**config.mk**
```make
export PLATFORM = sky130hd
export DESIGN_NAME = diagnostics_core
export DESIGN_NICKNAME = d
export VERILOG_FILES = /design/src/rtl/diagnostics_core.sv
export SDC_FILE = /design/constraint.sdc
export NUM_CORES = 1
export LEC_CHECK = 0
export ABC_AREA = 1
export BUFFER_PORTS_ARGS = -buffer_cell sky130_fd_sc_hd__buf_2
export CORE_ASPECT_RATIO = 1.5
export CORE_UTILIZATION = 35
export CTS_CLUSTER_SIZE = 8
export DETAILED_ROUTE_END_ITERATION = 6
export PLACE_DENSITY = 0.54
export SYNTH_ARGS = -nofsm -noshare
export SYNTH_HDL_FRONTEND = slang
export SYNTH_SLANG_ARGS = --single-unit
```
**constraint.sdc**
```tcl
create_clock -name clk -period 2.1 [get_ports clk]
set_input_delay 0.105 -clock clk [delete_from_list [all_inputs] [get_ports clk]]
set_output_delay 0.105 -clock clk [all_outputs]
set_load 0.02 [all_outputs]
```
**src/rtl/diagnostics_core.sv**
```systemverilog
// diagnostics_core
//
// SPI-slave diagnostics controller. An external host halts the CPU, reads and
// writes the shadow RAM while halted, streams the VRAM window, and selects the
// active memory configuration.
//
// Ports:
//   clk, reset           system clock, synchronous active-high reset
//   halt                 1 = CPU halted, RAM bus owned by this block
//   spi_cs/clk/in        SPI slave inputs (mode 0, async to clk)
//   spi_out              SPI MISO, MSB first, 0 while idle
//   ram_address/wdata    RAM bus address and write data
//   ram_rdata            RAM read data, valid 1 clk after ram_cs
//   ram_we, ram_cs       RAM write strobe / access strobe (1-clk pulses)
//   configuration        boot configuration from the flash loader
//   vram_read_address    VRAM read offset
//   vram_output          VRAM read data, 1 clk latency
//   vram_read_clock      VRAM read clock (same as clk)
//   config_byte          active configuration select
//   vram_size            number of valid VRAM bytes
module diagnostics_core #(
    parameter int CONFIG_BITS = 5,
    parameter int VRAM_AW     = 11
) (
    input  logic                   clk,
    input  logic                   reset,
    output logic                   halt,
    input  logic                   spi_cs,
    input  logic                   spi_clk,
    input  logic                   spi_in,
    output logic                   spi_out,
    output logic [15:0]            ram_address,
    input  logic [7:0]             ram_rdata,
    output logic [7:0]             ram_wdata,
    output logic                   ram_we,
    output logic                   ram_cs,
    input  logic [CONFIG_BITS-1:0] configuration,
    output logic [VRAM_AW-1:0]     vram_read_address,
    input  logic [7:0]             vram_output,
    output logic                   vram_read_clock,
    output logic [CONFIG_BITS-1:0] config_byte,
    input  logic [VRAM_AW-1:0]     vram_size
);

    localparam logic [7:0] CMD_HALT      = 8'h01;
    localparam logic [7:0] CMD_RUN       = 8'h02;
    localparam logic [7:0] CMD_READ      = 8'h03;
    localparam logic [7:0] CMD_WRITE     = 8'h04;
    localparam logic [7:0] CMD_SET_CFG   = 8'h05;
    localparam logic [7:0] CMD_READ_VRAM = 8'h06;
    localparam logic [7:0] CMD_GET_CFG   = 8'h07;

    typedef enum logic [2:0] {
        S_IDLE,
        S_CMD,
        S_ADDR_HI,
        S_ADDR_LO,
        S_DATA,
        S_CFG,
        S_STREAM
    } state_t;

    state_t      state;
    logic [7:0]  cmd;
    logic [2:0]  cs_sync;     // [1:0] synchronizer, [2] previous value
    logic [2:0]  sclk_sync;
    logic [1:0]  mosi_sync;
    logic [2:0]  bit_cnt;
    logic [7:0]  rx_shift;
    logic [7:0]  tx_shift;
    logic [7:0]  tx_buf;      // next byte to present, loaded at byte boundary
    logic [7:0]  addr_hi;
    logic        cfg_pending; // GET_CFG still owes the config_byte reply
    logic        vram_req_p0;
    logic        vram_vld_p1;
    logic        ram_vld_p1;

    logic        cs_fall;
    logic        cs_rise;
    logic        sclk_rise;
    logic        sclk_fall;
    logic        in_txn;
    logic        byte_done;
    logic [7:0]  rx_byte;

    // Next VRAM offset: wraps when the following offset would reach vram_size;
    // an empty window pins the offset at 0.
    function automatic logic [VRAM_AW-1:0] next_vram_off(
        input logic [VRAM_AW-1:0] off,
        input logic [VRAM_AW-1:0] size
    );
        logic [VRAM_AW:0] inc;
        inc = {1'b0, off} + (VRAM_AW+1)'(1);
        if (size == '0 || inc == {1'b0, size})
            return '0;
        return inc[VRAM_AW-1:0];
    endfunction

    assign vram_read_clock = clk;
    assign spi_out         = tx_shift[7];

    assign cs_fall   = ~cs_sync[1] &  cs_sync[2];
    assign cs_rise   =  cs_sync[1] & ~cs_sync[2];
    assign sclk_rise =  sclk_sync[1] & ~sclk_sync[2];
    assign sclk_fall = ~sclk_sync[1] &  sclk_sync[2];
    assign in_txn    = (state != S_IDLE) && !cs_sync[1];
    assign rx_byte   = {rx_shift[6:0], mosi_sync[1]};
    assign byte_done = in_txn && sclk_rise && (bit_cnt == 3'd7);

    always_ff @(posedge clk) begin
        if (reset) begin
            state             <= S_IDLE;
            cmd               <= 8'h00;
            cs_sync           <= 3'b111;
            sclk_sync         <= 3'b000;
            mosi_sync         <= 2'b00;
            bit_cnt           <= 3'd0;
            rx_shift          <= 8'h00;
            tx_shift          <= 8'h00;
            tx_buf            <= 8'h00;
            addr_hi           <= 8'h00;
            cfg_pending       <= 1'b0;
            vram_req_p0       <= 1'b0;
            vram_vld_p1       <= 1'b0;
            ram_vld_p1        <= 1'b0;
            halt              <= 1'b0;
            ram_cs            <= 1'b0;
            ram_we            <= 1'b0;
            ram_address       <= 16'h0000;
            ram_wdata         <= 8'h00;
            vram_read_address <= '0;
            config_byte       <= configuration;
        end else begin
            cs_sync   <= {cs_sync[1:0], spi_cs};
            sclk_sync <= {sclk_sync[1:0], spi_clk};
            mosi_sync <= {mosi_sync[0], spi_in};

            // Strobes are single-cycle unless re-armed below.
            ram_cs      <= 1'b0;
            ram_we      <= 1'b0;
            vram_req_p0 <= 1'b0;

            // --- stage p1: read strobe seen by memory, data arrives next clk
            ram_vld_p1  <= ram_cs & ~ram_we;
            vram_vld_p1 <= vram_req_p0;

            // --- stage p2: capture read data into the tx buffer
            if (ram_vld_p1)
                tx_buf <= ram_rdata;
            if (vram_vld_p1)
                tx_buf <= vram_output;

            // Write address advances the clk after the write pulse.
            if (ram_cs && ram_we)
                ram_address <= ram_address + 16'd1;

            if (cs_rise) begin
                state    <= S_IDLE;
                bit_cnt  <= 3'd0;
                tx_shift <= 8'h00;
            end else if (cs_fall) begin
                state       <= S_CMD;
                bit_cnt     <= 3'd0;
                tx_shift    <= {7'b0, halt};
                tx_buf      <= 8'h00;
                cfg_pending <= 1'b0;
            end else if (in_txn) begin
                if (sclk_rise) begin
                    rx_shift <= rx_byte;
                    bit_cnt  <= bit_cnt + 3'd1;
                end
                // bit_cnt is 0 only on the fall that follows a byte's 8th rise.
                if (sclk_fall)
                    tx_shift <= (bit_cnt == 3'd0) ? tx_buf : {tx_shift[6:0], 1'b0};

                if (byte_done) begin
                    tx_buf <= 8'h00;
                    case (state)
                        S_CMD: begin
                            cmd   <= rx_byte;
                            state <= S_STREAM;
                            case (rx_byte)
                                CMD_HALT:    halt <= 1'b1;
                                CMD_RUN:     halt <= 1'b0;
                                CMD_READ,
                                CMD_WRITE:   state <= S_ADDR_HI;
                                CMD_SET_CFG: state <= S_CFG;
                                CMD_READ_VRAM: begin
                                    vram_read_address <= '0;
                                    vram_req_p0       <= 1'b1;
                                end
                                CMD_GET_CFG: begin
                                    tx_buf      <= 8'(configuration);
                                    cfg_pending <= 1'b1;
                                end
                                default: ;
                            endcase
                        end
                        S_ADDR_HI: begin
                            addr_hi <= rx_byte;
                            state   <= S_ADDR_LO;
                        end
                        S_ADDR_LO: begin
                            ram_address <= {addr_hi, rx_byte};
                            state       <= S_DATA;
                            // Prefetch the first read byte.
                            if (cmd == CMD_READ)
                                ram_cs <= halt;
                        end
                        S_DATA: begin
                            if (cmd == CMD_READ) begin
                                ram_address <= ram_address + 16'd1;
                                ram_cs      <= halt;
                            end else if (halt) begin
                                ram_wdata <= rx_byte;
                                ram_cs    <= 1'b1;
                                ram_we    <= 1'b1;
                            end
                        end
                        S_CFG: begin
                            config_byte <= rx_byte[CONFIG_BITS-1:0];
                            state       <= S_STREAM;
                        end
                        S_STREAM: begin
                            if (cmd == CMD_READ_VRAM) begin
                                vram_read_address <= next_vram_off(vram_read_address, vram_size);
                                vram_req_p0       <= 1'b1;
                            end else if (cmd == CMD_GET_CFG && cfg_pending) begin
                                tx_buf      <= 8'(config_byte);
                                cfg_pending <= 1'b0;
                            end
                        end
                        default: state <= S_IDLE;
                    endcase
                end
            end
        end
    end

endmodule

```
==> results of run 1 <==
[power by group through the flow]
stage | registers, mW | clock network, mW | logic, mW
3_5_place_dp | 1.98 | 0.0445 | 0.188
4_1_cts | 1.94 | 2.13 | 0.211
3_3_place_gp | 1.99 | 0.0445 | 0.189
5_1_grt | 1.94 | 2.22 | 0.234
6_report | 1.94 | 2.08 | 0.210
2_1_floorplan | 1.99 | 0.0556 | 0.0905
[layout make-up]
type	count	area (um^2)	share of cell area
Multi-Input combinational cell	613	2983	0.4282
Sequential cell	100	2052	0.2945
Timing Repair Buffer	139	893.4	0.1282
Inverter	105	394.1	0.05657
Clock buffer	14	319.1	0.04580
Tap cell	199	249.0	0.03574
Clock inverter	6	76.32	0.01096
[state kept, by name (all words and copies together) (netlist names), 2 cells and up]
register,count
tx_shift,8
vram_read_address,11
cmd,8
bit_cnt,3
config_byte,5
mosi_sync,2
ram_wdata,8
sclk_sync,3
ram_address,16
addr_hi,8
cs_sync,3
tx_buf,8
rx_shift,7
state,3
[worst max path at each step]
stage / end / cells after the start
floorplan: config_byte[0]$_DFFE_PP_ / 7
global placement: ram_wdata[3]$_SDFFE_PP0P_ / 10
detailed placement: ram_wdata[2]$_SDFFE_PP0P_ / 10
CTS: ram_wdata[2]$_SDFFE_PP0P_ / 10
global route: vram_read_address[7]$_SDFFE_PP0P_ / 13
finish: ram_wdata[2]$_SDFFE_PP0P_ / 10
[cell usage after synthesis, drive strengths merged]
| master | count | share of area |
|---|---|---|
| nand4 | 7 | 0.011 |
| nor3 | 20 | 0.023 |
| o21a | 2 | 0.0027 |
| a32o | 1 | 0.0018 |
| ha | 7 | 0.016 |
| o21ai | 79 | 0.071 |
| a211oi | 3 | 0.0041 |
| xnor2 | 2 | 0.0032 |
| xor2 | 10 | 0.016 |
| nor2 | 93 | 0.067 |
| mux2 | 1 | 0.0020 |
| nor4 | 2 | 0.0023 |
| a22oi | 2 | 0.0027 |
| clkbuf | 20 | 0.014 |
| o211ai | 5 | 0.0068 |
| nand3b | 3 | 0.0041 |
| mux2i | 1 | 0.0018 |
| edfxtp | 5 | 0.027 |
| nand3 | 71 | 0.065 |
| clkinv | 2 | 0.0014 |
| o31ai | 3 | 0.0041 |
| a21boi | 1 | 0.0014 |
| buf | 6 | 0.0063 |
| a21oi | 91 | 0.084 |
| or2 | 2 | 0.0023 |
| o22ai | 3 | 0.0034 |
| o221ai | 1 | 0.0016 |
| a31oi | 5 | 0.0057 |
| inv | 103 | 0.070 |
| nand2 | 197 | 0.13 |
| o2bb2ai | 1 | 0.0016 |
| dfxtp | 95 | 0.34 |
[cells by family after synthesis]
| family | share of synthesized area |
|---|---|
| compound gates | 0.1916 |
| mux | 0.003845 |
| flops | 0.3710 |
| xor+xnor | 0.01900 |
| buf+inv | 0.09116 |
| fa+ha+maj | 0.01583 |
| simple gates | 0.3076 |
[worst max-delay path: stages, from the launching register on]
cell and delay (ns):
dfxtp_1 0.41, inv_1 0.08, ha_1 0.22, nor2_2 0.22
inv_1 0.10, nor2_4 0.15, inv_2 0.08, nor3_4 0.15
buf_4 0.22, o21ai_0 0.09, a21oi_1 0.12
[stage by stage]
step                hold slack (ns)  cells    util  instance area, um^2
floorplan                    0.2088    844       -                 5532
global placement             0.2393   1138  0.4182                 6389
detailed placement           0.2393   1138  0.4182                 6389
CTS                         0.01031   1172  0.4536                 6929
global route                0.05371   1176  0.4560                 6967
finish                      0.02324   1176  0.4560                 6967
[per-layer routing]
metal | up-vias | GRT usage
li1 | 3038 | -
met1 | 2536 | 0.2356
met2 | 122 | 0.3879
met3 | 22 | 0.03509
met4 | 0 | 0.09926
met5 | - | 0
[what timing repair did]
action	CTS	global route
hold endpoints to repair	13	0
endpoints found under the setup margin	0	18
hold buffers	15	0
buffers inserted	0	4
gates resized for setup	0	3
==> flow_summary.ini, run 1 <==
[cells_and_area]
final_cell_mix = 196 x nand2_1, 101 x inv_1, 95 x dfxtp_1
synthToLayoutAreaGrowth_pct = 25.94
nNetsFinal = 1016
fillerInstances = 1678
diodes = 0
layout_commonest_cell = nand2_1
drive_gt1_frac = 0.1668

[synthesis]
syn_area_per_cell_um2 = 6.554
syn_inst = 844
synth_seq_cells = 100
syn_area_um2 = 5532
yosys_warnings = 0
synth_seq_area_share = 0.3710
synth_cell_types = 42
syn_nets = 888

[placement]
portBuffers = 81
place_congestion = 0.8231
place_ws_ns = 0.05423
hpwl_um = 12670

[pwr]
pwr-share-seq = 0.458
pwr_density_cell_nw_per_um2 = 607.7
p_switching_mw = 0.9818
total_power_mw = 4.233
irDropWorstVdd_mv = 0.3150
switching_share = 0.2319
comb_power_share = 0.050
power.internal_mw = 3.252
p_leak_nw = 2.969
clockPowerShare = 0.492

[worst_setup_path]
critPathLaunch = cs_sync[1]$_SDFF_PP1_
cp.required_ns = 2.49
rr_worst_depth = 10
end_kind = register
cp-start-kind = register
arrival_ns = 2.31
reg2reg_from = cs_sync[1]$_SDFF_PP1_
worstPathMaxFanout = 16
reg2reg_to = ram_wdata[2]$_SDFFE_PP0P_
reg2reg_slack_ns = 0.18
criticalPathCategory = register to register

[sta]
slew_violations = 0
period_share = 0.9132
worst_slew_pin_slew_ns = 0.4409
rsz0062_at_grt = no
slew_headroom = 0.7052
final.setup_skew_ns = 0.006645
fin_ws_ns = 0.1823
tns_ns = 0
fmax_ghz = 0.5215
setup_violations = 0
period_minus_slack_ns = 1.918
finalHoldViolations = 0

[route]
top_layer = met4
vias = 5718
m1WireLength_um = 6947
antenna_left = 0
routed_wirelength_um = 16440
wl_per_cell_um = 13.98
drcViolationCount = 0
avgViaCountPerCell = 4.862
wl_met2_um = 8538
dr.pass1.iters = 5
drt_iter0_markers = 233
wl_met3_um = 595

[global_route]
grt_overflow = 0
antenna_found_initial = 0
grt.total_usage = 0.2111
grt_max_degree = 35
grt_pass1_wl_um = 27050
grt_pass1_vias = 5504

[run_status]
status = finished clean

[die]
dieHeight_um = 156.0
start_util = 0.3621
ioPinCount = 82
core_area_um2 = 15280
die_w_um = 104.6
rows = 55
die_area_um2 = 16320

[cts]
cts_tree = yes
clk_latency_ns = 0.46
clk_pin_slew_worst_paths_ns = 0.07

[worst_hold_path]
hold_depth = 3
hold_end = tx_buf[6]$_SDFF_PP0_
hold_class = input pin to register
holdCritStartpoint = ram_rdata[6]

[job]
maxCapViolCount = 0
Note: power is estimated with default switching activity, not from simulation.
==> run 2, diff against run 1 <==
--- a/config.mk
+++ b/config.mk
@@ -11,7 +11,7 @@
 export CORE_UTILIZATION = 35
 export CTS_CLUSTER_SIZE = 8
 export DETAILED_ROUTE_END_ITERATION = 6
-export PLACE_DENSITY = 0.54
+export PLACE_DENSITY = 0.52
 export SYNTH_ARGS = -nofsm -noshare
 export SYNTH_HDL_FRONTEND = slang
 export SYNTH_SLANG_ARGS = --single-unit
==> constraint.sdc (replaced) <==
create_clock -name clk -period 2 [get_ports clk]
set_input_delay 0.1 -clock clk [delete_from_list [all_inputs] [get_ports clk]]
set_output_delay 0.1 -clock clk [all_outputs]
set_load 0.02 [all_outputs]
==> flow_summary.ini, run 2 (synthesized netlist as in run 1, its figures left out) <==
[global_route]
antenna_found_initial = 0
use_met1 = 0.2331
grtUsageMet3 = 0.02840
grt_max_degree = 39
met2_usage = 0.4043
grt_pass1_vias = 5588
top_usage_layer = met2
grt_overflow = 0
grt.total_usage = 0.2132
grt_pass1_wl_um = 27390

[worst_hold_path]
hold_class = input pin to register
hold_depth = 2
hold_end = ram_address[0]$_SDFF_PP0_
holdCritStartpoint = reset

[route]
avgViaCountPerCell = 4.860
wl_per_cell_um = 14.17
routed_wirelength_um = 16830
drcViolationCount = 0
vias = 5774
antenna_left = 0
dr.pass1.iters = 5
drt_iter0_markers = 231

[sta]
slew_headroom = 0.6728
rsz0062_at_grt = yes
setup_violations = 0
final.setup_skew_ns = 0.007154
worst_slew_pin_slew_ns = 0.4895
period_share = 0.9268
slew_violations = 0
fmax_ghz = 0.5395
finalHoldViolations = 0
hold_slack_ns = 0.01522
period_minus_slack_ns = 1.854

[cts]
clk_latency_ns = 0.46
cts_tree = yes
clk_pin_slew_worst_paths_ns = 0.07

[pwr]
clockPowerShare = 0.489
p_switching_mw = 1.023
pwr_density_cell_nw_per_um2 = 622.8
irDropWorstVdd_mv = 0.3546
pwr-share-seq = 0.459
comb_power_share = 0.052
p_leak_nw = 3.039
power.internal_mw = 3.410
switching_share = 0.2308

[die]
rows = 55
die_w_um = 104.6
die_area_um2 = 16320
dieHeight_um = 156.0
start_util = 0.3621
core_area_um2 = 15280
ioPinCount = 82

[worst_setup_path]
reg2reg_slack_ns = 0.15
critPathLaunch = bit_cnt[1]$_SDFFE_PP0P_
cp-start-kind = register
criticalPathCategory = register to register
worstPathMaxFanout = 8
cp.required_ns = 2.36
reg2reg_from = bit_cnt[1]$_SDFFE_PP0P_
rr_worst_depth = 8
arrival_ns = 2.21
reg2reg_to = ram_address[8]$_SDFF_PP0_
end_kind = register

[cells_and_area]
final_core_util = 0.4659
final_area_um2 = 7118
diodes = 0
drive_gt1_frac = 0.1891
nNetsFinal = 1028
fin_cells = 1188
reg.largest.list = ram_address x16, vram_read_address x11
top_register = ram_address
final_cell_mix = 195 x nand2_1, 100 x inv_1, 89 x a21oi_1, 89 x dfxtp_1, 86 x nor2_1
largest_register_ffs = 16
layout_commonest_cell = nand2_1
multiInputGateArea_um2 = 3017
fillerInstances = 1643
synthToLayoutAreaGrowth_pct = 28.68
regArea_um2 = 2059

[placement]
portBuffers = 81
placedCellCount = 1153
place_congestion = 0.8369
dpl-instance-area_um2 = 6514
hpwl_um = 13250

[run_status]
status = finished clean

[job]
maxCapViolCount = 0
-- run 2: changes by cell type in the layout (fill, tap and decap cells not counted), moves of 2 or more --
| cell | previous run | this run |
|---|---|---|
| buf_12 | 1 | 3 |
| buf_4 | 43 | 52 |
| dfxtp_1 | 95 | 89 |
| dfxtp_2 | 0 | 6 |
| nor2_1 | 88 | 86 |
| nor2_2 | 3 | 5 |
| o21ai_0 | 76 | 73 |
| o21ai_1 | 3 | 6 |
-- run 2: cell type report --
class                   count  area share
flip-flops and latches    100      0.2893
well taps                 199     0.03498
clock inverters             6    0.009492
clock buffers              14     0.04482
repair buffers            151      0.1422
multi-input cells         613      0.4238
inverters                 105     0.05537
-- run 2: worst max-delay path by stage --
stage / end / slack [ns] / cells after the start
floorplan: vram_read_address[0]$_SDFFE_PP0P_ / 0.06 / 11
global placement: vram_read_address[5]$_SDFFE_PP0P_ / 0.10 / 10
detailed placement: ram_wdata[2]$_SDFFE_PP0P_ / 0.06 / 8
CTS: ram_wdata[2]$_SDFFE_PP0P_ / 0.03 / 8
global route: ram_wdata[2]$_SDFFE_PP0P_ / -0.02 / 9
finish: ram_address[8]$_SDFF_PP0_ / 0.15 / 8
-- run 2: power groups by stage --
stage	Clock [mW]	Combinational (mW)	Sequential [mW]
finish	2.17	0.231	2.04
CTS	2.21	0.233	2.04
global route	2.30	0.254	2.04
detailed placement	0.0467	0.209	2.08
floorplan	0.0584	0.0951	2.09
global placement	0.0467	0.209	2.08
-- run 2: layer usage --
metal / share of wire / vias to the layer above
li1: - / 3057
met1: 0.42 / 2596
met2: 0.53 / 98
met3: 0.030 / 23
met4: 0.024 / 0
met5: 0 / -
-- run 2: per-stage QoR --
stage                     TNS (ns)  power [mW]  setup slack (ns)
final                            0       4.433            0.1464
after CTS                        0       4.479           0.02883
after floorplan                  0       2.244           0.06074
after global routing      -0.02787       4.589          -0.01695
after global placement           0       2.338            0.1020
after detailed placement         0       2.339           0.05938
-- run 2: what timing repair did --
item	in CTS	in global routing
hold endpoints to repair	12	0
buffers inserted	0	1
resized for setup	0	20
endpoints found under the setup margin	0	25
hold buffers	15	0
-- run 2: worst max-delay path: stages, from the launching register on --
cell and delay [ns]:
dfxtp_1 0.36, ha_1 0.15, ha_1 0.19, nand4_4 0.20
inv_1 0.21, nand3_1 0.22, buf_4 0.23, a21oi_1 0.13
nor2_1 0.05
